**config.mk**
```make
export PLATFORM = sky130hd
export DESIGN_NAME = wb_buffer
export DESIGN_NICKNAME = d
export VERILOG_FILES = /design/src/rtl/wb_buffer.sv
export SDC_FILE = /design/constraint.sdc
export NUM_CORES = 1
export LEC_CHECK = 0
export CELL_PAD_IN_SITES_DETAIL_PLACEMENT = 0
export CELL_PAD_IN_SITES_GLOBAL_PLACEMENT = 1
export CORE_MARGIN = 2
export CORE_UTILIZATION = 47
export CTS_CLUSTER_SIZE = 14
export DETAILED_ROUTE_END_ITERATION = 10
export GPL_TIMING_DRIVEN = 0
export PLACE_DENSITY_LB_ADDON = 0.1
export SLEW_MARGIN = 20
export SYNTH_ARGS = -nofsm -noshare
export SYNTH_HDL_FRONTEND = slang
export SYNTH_SLANG_ARGS = --single-unit
```
**constraint.sdc**
```tcl
create_clock -name clk -period 12.83 [get_ports clk]
set_input_delay 3.849 -clock clk [delete_from_list [all_inputs] [get_ports clk]]
set_output_delay 3.849 -clock clk [all_outputs]
set_load 0.01 [all_outputs]
```
**src/rtl/wb_buffer.sv**
```systemverilog
// Write-back buffer: a small in-order FIFO of pending register-file writes.
// It drains through a shared write port and forwards pending data to two read ports.
module wb_buffer #(
  parameter int DEPTH = 4
) (
  input  logic                     clk,
  input  logic                     rst_n,
  input  logic                     in_valid,
  output logic                     in_ready,
  input  logic [4:0]               in_Wn,
  input  logic [31:0]              in_Wd,
  input  logic                     port_busy,
  output logic                     Write,
  output logic [4:0]               Wn,
  output logic [31:0]              Wd,
  input  logic [4:0]               Rn1,
  input  logic [4:0]               Rn2,
  output logic                     hit1,
  output logic                     hit2,
  output logic [31:0]              fwd1,
  output logic [31:0]              fwd2,
  output logic [$clog2(DEPTH):0]   count
);

  localparam int AW = $clog2(DEPTH);
  localparam int CW = AW + 1;

  logic [4:0]    wn_mem [DEPTH];
  logic [31:0]   wd_mem [DEPTH];
  logic [AW-1:0] head;
  logic [AW-1:0] tail;
  logic          push;
  logic          pop;
  logic          not_empty;

  assign not_empty = (count != '0);
  assign in_ready  = (count < CW'(DEPTH));
  // Register 0 is never written, so such requests complete the handshake and vanish.
  assign push      = in_valid && in_ready && (in_Wn != 5'd0);
  assign Write     = not_empty && !port_busy;
  assign pop       = Write;
  assign Wn        = not_empty ? wn_mem[head] : 5'd0;
  assign Wd        = not_empty ? wd_mem[head] : 32'd0;

  // NOTE: sequential state uses non-blocking assignments so every register
  // samples the pre-edge values regardless of statement order.
  always_ff @(posedge clk or negedge rst_n) begin
    if (!rst_n) begin
      head  <= '0;
      tail  <= '0;
      count <= '0;
    end else begin
      if (push) tail <= tail + 1'b1;
      if (pop)  head <= head + 1'b1;
      case ({push, pop})
        2'b10:   count <= count + 1'b1;
        2'b01:   count <= count - 1'b1;
        default: count <= count;
      endcase
    end
  end

  // NOTE: the entry storage has no reset; every read of it is qualified by
  // count, so stale contents are never observable.
  always_ff @(posedge clk) begin
    if (push) begin
      wn_mem[tail] <= in_Wn;
      wd_mem[tail] <= in_Wd;
    end
  end

  // Scans oldest to youngest so the last match (the youngest) wins.
  function automatic logic [32:0] lookup(input logic [4:0] rn);
    logic [AW-1:0] idx;
    logic [32:0]   res;
    res = '0;
    for (int i = 0; i < DEPTH; i++) begin
      idx = head + AW'(i);
      if ((CW'(i) < count) && (rn != 5'd0) && (wn_mem[idx] == rn))
        res = {1'b1, wd_mem[idx]};
    end
    return res;
  endfunction

  // NOTE: every output of this block is assigned before any condition, so no
  // path leaves a value held and no latch is inferred.
  always_comb begin
    {hit1, fwd1} = '0;
    {hit2, fwd2} = '0;
    {hit1, fwd1} = lookup(Rn1);
    {hit2, fwd2} = lookup(Rn2);
  end

endmodule

```
Word level (Yosys, flattened, before mapping) --
Memory sizes are Yosys's and may differ from the RTL's. Cells that the tools add are included.
Storage, ports and cells: bits in registers 7, bits in writable memories 148, input port bits 51, output and inout bits 108, word-level logic and storage cells 64, memories 2
Cells by class: add/subtract/negate cells 6, $lt $le $gt $ge 5, equality and inequality tests 10, multiplexer cells 13, reduce and logical (&&, ||, !) cells 25
Memory list:
- wd_mem | depth 4, bits a word 32, rd ports 4, clocked after memory_dff 0, write ports 1, line 29 | logic [31:0] wd_mem [DEPTH];
- wn_mem | depth 4, bits a word 5, rd ports 4, clocked after memory_dff 0, write ports 1, line 28 | logic [4:0] wn_mem [DEPTH];
Operators with widths (number):
- $mux 33 | 8
- $eq 5x5->1 | 8
- $mux 32 | 1
- $logic_and 1x1->1 | 19
- $reduce_bool 5->1 | 3
- $lt 1x3->1 const A | 2
- $lt 2x3->1 const A | 2
- $pmux 3 s2 | 1
- $mux 5 | 1
- $add 2x1->2 const B | 2
- $add 2x2->2 const B | 2
- $add 3x1->3 const B | 1
- $lt 3x3->1 const B | 1
- $reduce_bool 3->1 | 1
- $sub 3x1->3 const B | 1
- $eq 2x1->1 const B | 1
- $eq 2x2->1 const B | 1
- $mux 1 | 2
- $reduce_bool 2->1 | 1
- $logic_not 1->1 | 1

Depth between registers and ports, before layout --
Gate-level depths: netlist of run 1.
word-level depth 7, gate-level depth with buffers 11, gate-level depth less buffers 8

Worst setup path before layout of run 1 --
No wires, ideal clock.
path type input-to-output, from input Rn2[0], to output fwd2[31], arrival 5.708 ns, required time 8.981 ns, slack 3.273 ns, stages 9, buffers on the path 3, path through clkbuf_1 > nor3_1 > a211oi_1 > a21o_1 > o211ai_1 > buf_2 > clkbuf_1 > nor2_1 > o31ai_1
On the way: cells in the longest elaborated chain, start to end 7, elaborated cells between the ends (all ways) 17, classes of those cells eq/ne: 4; mux: 4; reduce/logical: 9
Ends and longest elaborated chain:
- from (decl) | line 17 | input logic [4:0] Rn2,
- $reduce_bool 5->1 | line 79 | if ((CW'(i) < count) && (rn != 5'd0) && (wn_mem[idx] == rn))
- $logic_and 1x1->1 (2 in series) | line 79
- $mux 33 (3 in series) | line 79
- $mux 33 (*) | line 79
- to (decl) | line 21 | output logic [31:0] fwd2,
Every way passes the cells marked *; elsewhere a longest branch is shown, timed or not.

Worst setup path after layout of run 1 --
from input Rn1[0], to output fwd1[31]
On the way: cells in the longest elaborated chain, start to end 7, elaborated cells between the ends (all ways) 17, classes of those cells eq/ne: 4; mux: 4; reduce/logical: 9
Ends and longest elaborated chain:
- from (decl) | line 16 | input logic [4:0] Rn1,
- $reduce_bool 5->1 | line 79
- $logic_and 1x1->1 (2 in series) | line 79
- $mux 33 (3 in series) | line 79
- $mux 33 (*) | line 79
- to (decl) | line 20 | output logic [31:0] fwd1,
Marks and branches as above.

==> reports/metrics.csv, run 1 <==
metric,value,unit
hold_viol_final,0,
htreeDepth,4,
synth-simple-area-share,14.9,%
synthArstFlopShare,4.52,%
synthFlopType,edfxtp_1,
synth_edf_count,148,
firstDrtPassIters,6,
max_freq,88.8,MHz
cp_data_required_time,8.98,ns
clock_latency,0.44,ns
fin_crit,11.26,ns
area_growth_syn_to_layout,21.9,%
ant_nets,0,
viasPerCell,6.15,
critical_path.max_stage_delay,0.65,ns
clock_sinks,155,
synth.area.top_cells,"edfxtp_1 (38%), mux2i_1 (12%), nand2_1 (6.5%)",
path_max_fanout,10,
initial_core_util,47.7,%
total_power,3540,µW
synth_fa_ha_area_share,0.973,%
synth_area_leader_cell,edfxtp_1,
power.density,251,mW/mm²
synth.area.mux_share,19.3,%
min-delay-start,count[1],
crit_chain,clkdlybuf4s50_1 -> clkinv_1 -> a22oi_1 -> o2111ai_1 -> or3_1 -> clkbuf_1 -> buf_2 -> a31oi_1 -> o221ai_1 -> clkdlybuf4s50_1,
drive_gt1_share,11.8,%
cts_hold_buf,0,
maxSlewHeadroom,38.8,%
final-setup-viol-count,0,
synth_compound_area_share,15.5,%
startpoint_type,input pin,
p_leak,0.00524,µW
synth-seq-cells,155,
vias,10383,
dp_hpwl,26.6,mm
synth.yosys.seq_area_share,39.9,%
grt_max_degree,38,
drc,0,
cts.repair.resized,0,
regToRegSetupSlack,10.12,ns
cts-root-buf,clkbuf_16,
avgSynthCellArea,9.79,µm²
instances_no_fill,1688,
crit_slowest_cell,clkdlybuf4s50_1,
nFillCells,2191,
hold-path-endpoint,count[1],
grt_antenna_before_repair,0,
multi_input_comb_area,0.00628,mm²
synth_top_area_share,38.4,%
cap_violations,0,
tns,0,ns
hold_depth,2,
rsz0062_at_grt,no,
rows,57,
yosysWarnings,0,
grt_overflow_total,0,
synth_top_family_by_area,multiplexers,
cts_tree,yes,
arrival,7.41,ns
vdd_drop_max,0.157,mV
synth.most_common_cell,nand2_1,
cts_buffers,17,
syn_area,0.0116,mm²
routedWlPerCell,23.7,µm
worst_setup_path_end_kind,output pin,
final_nets,1411,
dieWidth,161,µm
drv_slew,0,
syn_inst,1182,
path_common_cell,clkdlybuf4s50_1,
clk_pin_slew,0.07,ns
portBuffers,150,
crit_type,input pin to output pin,
ys_types,57,
min_path_type,flop to flop,
period_share,87.7,%
wl,39.9,mm
die_y,161,µm
dieArea,0.0259,mm²
postCtsSetupRepairBufs,0,
synth_xor_area_share,3.48,%
r2r-start,head[0],
grt_pass1_wl,60.2,mm
timing.rr.end,head[1],
fin_skew,0.00764,ns
synth.top_cells.by_count,"nand2_1 (202), edfxtp_1 (148), mux2i_1 (144)",
regArea,0.00462,mm²
place_congestion,0.889,
tightest_slew,0.918,ns
dp_cells,1656,
drtIter0Drc,1061,
grt_pass1_vias,10315,
synth_nets,1242,
core-area,0.0242,mm²
cts.path.max_buffers,2,
ff2ff_path_depth,8,
status,"finished, final reports clean",
n_antenna_cell,0,
grt_usage,30.5,%
pin_count,159,
## layout by cell type, fill, tap and decap left out, types with 9 or more instances in the layout
cell type | synthesis | layout
nand2_1 | 202 | 202
clkdlybuf4s50_1 | 0 | 150
edfxtp_1 | 148 | 148
mux2i_1 | 144 | 144
nor2_1 | 103 | 103
clkbuf_1 | 61 | 61
inv_1 | 40 | 40
nand3_1 | 37 | 37
o21ai_0 | 37 | 37
xnor2_1 | 36 | 36
nor4_1 | 33 | 33
a31oi_1 | 33 | 33
buf_2 | 32 | 32
mux2_2 | 32 | 32
a21oi_1 | 32 | 32
o221ai_1 | 32 | 32
o221a_1 | 32 | 32
o31ai_2 | 30 | 30
clkbuf_16 | 0 | 17
mux4_2 | 16 | 16
buf_1 | 11 | 11
xor2_1 | 10 | 10
ha_1 | 9 | 9
## metal layers
metal,wire [µm],global-route usage [%],vias up
met2,18400,48.8,555
met3,3560,6.82,70
li1,-,-,4719
met5,0,0,-
met1,17300,42.1,5039
met4,733,8.08,0
## stage by stage
| step | hold slack, ns | util [%] | worst slack [ns] | area (µm²) |
|---|---|---|---|---|
| floorplan | 0.580 | - | 3.27 | 11600 |
| global placement | 0.591 | 55.6 | 1.66 | 13500 |
| detailed placement | 0.583 | 55.6 | 1.70 | 13500 |
| CTS | 0.596 | 58.2 | 1.70 | 14100 |
| global route | 0.639 | 58.2 | 1.46 | 14100 |
| finish | 0.604 | 58.2 | 1.57 | 14100 |
## registers in the layout (all words and copies together), names as in the netlist
name and cells:
count 3, tail 2, wn_mem 20, head 2
wd_mem 128
## cell families after synthesis
group,count (synthesis)
AOI/OAI and AO/OA,219
xor gates and xnor gates,46
adders and majority gates,9
buffers and inverters,154
DFF,155
muxes,196
and+or+nand+nor,403
## final cells by class
class,count,share of cell area (%)
well taps,324,2.87
clock inverters,12,1.08
plain buffers,113,3.75
flip-flops and latches,155,32.7
inverters,41,1.09
clock buffers,20,3.31
repair buffers,150,10.6
multi-input cells,873,44.5
## worst max path at each step
stage / from / end / slack [ns] / depth (start not counted)
detailed placement: Rn1[0] / fwd1[31] / 1.70 / 10
finish: Rn1[0] / fwd1[31] / 1.57 / 10
global route: Rn1[0] / fwd1[31] / 1.46 / 10
floorplan: Rn2[0] / fwd2[31] / 3.27 / 9
global placement: Rn1[0] / fwd1[31] / 1.66 / 10
CTS: Rn1[0] / fwd1[31] / 1.70 / 10
## worst max-delay path, delay by kind of cell
kind,cells,cell delay (ns)
compound gates,4,1.10
buf+inv,5,1.93
simple gates,1,0.51
## where the power goes
| group | total, µW | internal [µW] | leakage, µW | switching, µW |
|---|---|---|---|---|
| Clock | 543 | 309 | 0.000300 | 234 |
| Sequential | 675 | 635 | 0.00143 | 39.7 |
| Combinational | 2320 | 936 | 0.00351 | 1390 |
Note: power is estimated with default switching activity, not from simulation.
==> inputs of run 2 (changes only) <==
- CAP_MARGIN: unset -> 20
- MAX_ROUTING_LAYER: unset -> met4
- PLACE_DENSITY_LB_ADDON: 0.1 -> 0.05
==> run 2 against run 1 <==
Combinational power about the same; sequential share of layout area is essentially flat; routed wire length fell by 0.45%; sequential power is essentially flat; clock power up 2%; setup slack gained 0.033 ns; critical endpoint is now fwd1[19].
==> reports/metrics.csv, run 2 (same netlist as run 1, synthesis figures left out) <==
metric,value,unit
final-setup-viol-count,0,
area_growth_syn_to_layout,22.0,%
grt_overflow_total,0,
cap_violations,0,
cts.repair.resized,0,
drtIter0Drc,931,
clock_sinks,155,
clk_pin_slew,0.07,ns
wl,39.8,mm
vias,10309,
tightest_slew,1.00,ns
multi_input_comb_area,0.00628,mm²
status,"finished, final reports clean",
cts.path.max_buffers,2,
arrival,7.37,ns
pin_count,159,
total_power,3550,µW
cts_tree,yes,
ant_nets,0,
grt_pass1_wl,59.3,mm
cp_data_required_time,8.98,ns
largest_reg_flops,128,
cts_hold_buf,0,
drive_gt1_share,11.8,%
hold_viol_final,0,
setup_ws,1.61,ns
firstDrtPassIters,6,
rsz0062_at_grt,no,
final_common_cell,nand2_1,
dp_cells,1656,
grt_antenna_before_repair,0,
postCtsSetupRepairBufs,0,
dieArea,0.0259,mm²
grt_usage,31.2,%
die_y,161,µm
crit_slowest_cell,o22ai_1,
regArea,0.00462,mm²
drv_slew,0,
min_path_type,flop to flop,
p_leak,0.00525,µW
cts_buffers,17,
vdd_drop_max,0.127,mV
final_cell_mix,"nand2_1 (202), clkdlybuf4s50_1 (150), edfxtp_1 (148)",
core-area,0.0242,mm²
place_ws,1.72,ns
dp_hpwl,26.5,mm
n_antenna_cell,0,
instances_no_fill,1688,
grt_pass1_vias,10085,
routedWlPerCell,23.6,µm
viasPerCell,6.11,
path_max_fanout,10,
crit_chain,clkdlybuf4s50_1 -> clkbuf_1 -> xnor2_1 -> or3_1 -> o22ai_1 -> and2_1 -> buf_2 -> buf_2 -> o221ai_1 -> clkdlybuf4s50_1,
critical_path.max_stage_delay,0.62,ns
hold_ws,0.621,ns
worst_setup_path_end_kind,output pin,
maxSlewHeadroom,33.3,%
fin_skew,0.00752,ns
rows,57,
max_freq,89.1,MHz
grt_max_degree,38,
clock_latency,0.44,ns
fin_crit,11.22,ns
crit_type,input pin to output pin,
tns,0,ns
power.density,251,mW/mm²
reg_top3,"wd_mem (128), wn_mem (20), count (3)",
portBuffers,150,
initial_core_util,47.7,%
place_congestion,0.876,
regMostFlops,wd_mem,
drc,0,
final_nets,1411,
htreeDepth,4,
period_share,87.5,%
dieWidth,161,µm
startpoint_type,input pin,
cts-root-buf,clkbuf_16,
nFillCells,2174,
[run 2: area by class of cell]
type / count / area share (%)
plain buffers: 113 / 3.75
clock buffers: 17 / 3.01
clock inverters: 15 / 1.49
inverters: 41 / 1.09
multi-input cells: 873 / 44.5
flip-flops and latches: 155 / 32.7
well taps: 324 / 2.87
repair buffers: 150 / 10.6
[run 2: worst paths after layout]
path                            depth (start not counted)  slack [ns]        to     start
max in group asynchronous                               1        8.92   head[0]     rst_n
worst min register to register                          1        0.62  count[0]  count[0]
worst max-delay path                                   10        1.61  fwd1[19]    Rn1[1]
min in group asynchronous                               1        3.67  count[1]     rst_n
worst min-delay path                                    1        0.62  count[0]  count[0]
worst max register to register                          6       10.21   head[0]   head[0]
[run 2: metal layers]
metal	up-vias	global-route usage [%]	part of all wire (%)
li1	4721	-	-
met2	515	48.7	46
met4	0	8.40	1.9
met3	68	5.06	9.0
met5	-	-	0
met1	5005	42.6	43
[run 2: stage by stage]
| stage | util [%] | instance area [µm²] |
|---|---|---|
| final | 58.3 | 14100 |
| after CTS | 58.3 | 14100 |
| after global routing | 58.3 | 14100 |
| after detailed placement | 55.6 | 13500 |
| after floorplan | - | 11600 |
| after global placement | 55.6 | 13500 |
[run 2: power breakdown]
part / switching [µW] / internal [µW]
clock: 239 / 315
combinational: 1390 / 936
sequential: 40.0 / 635
[run 2: critical path: cells and delay by family]
family / cells / cell delay, ns
xor+xnor: 1 / 0.20
simple gates: 2 / 0.61
buf+inv: 5 / 1.87
compound gates: 2 / 0.84
==> inputs of run 3 (changes only) <==
- CAP_MARGIN: 20 -> 30
==> results of run 3 <==
No change in the layout: final DEF, timing and power equal those of run 2.
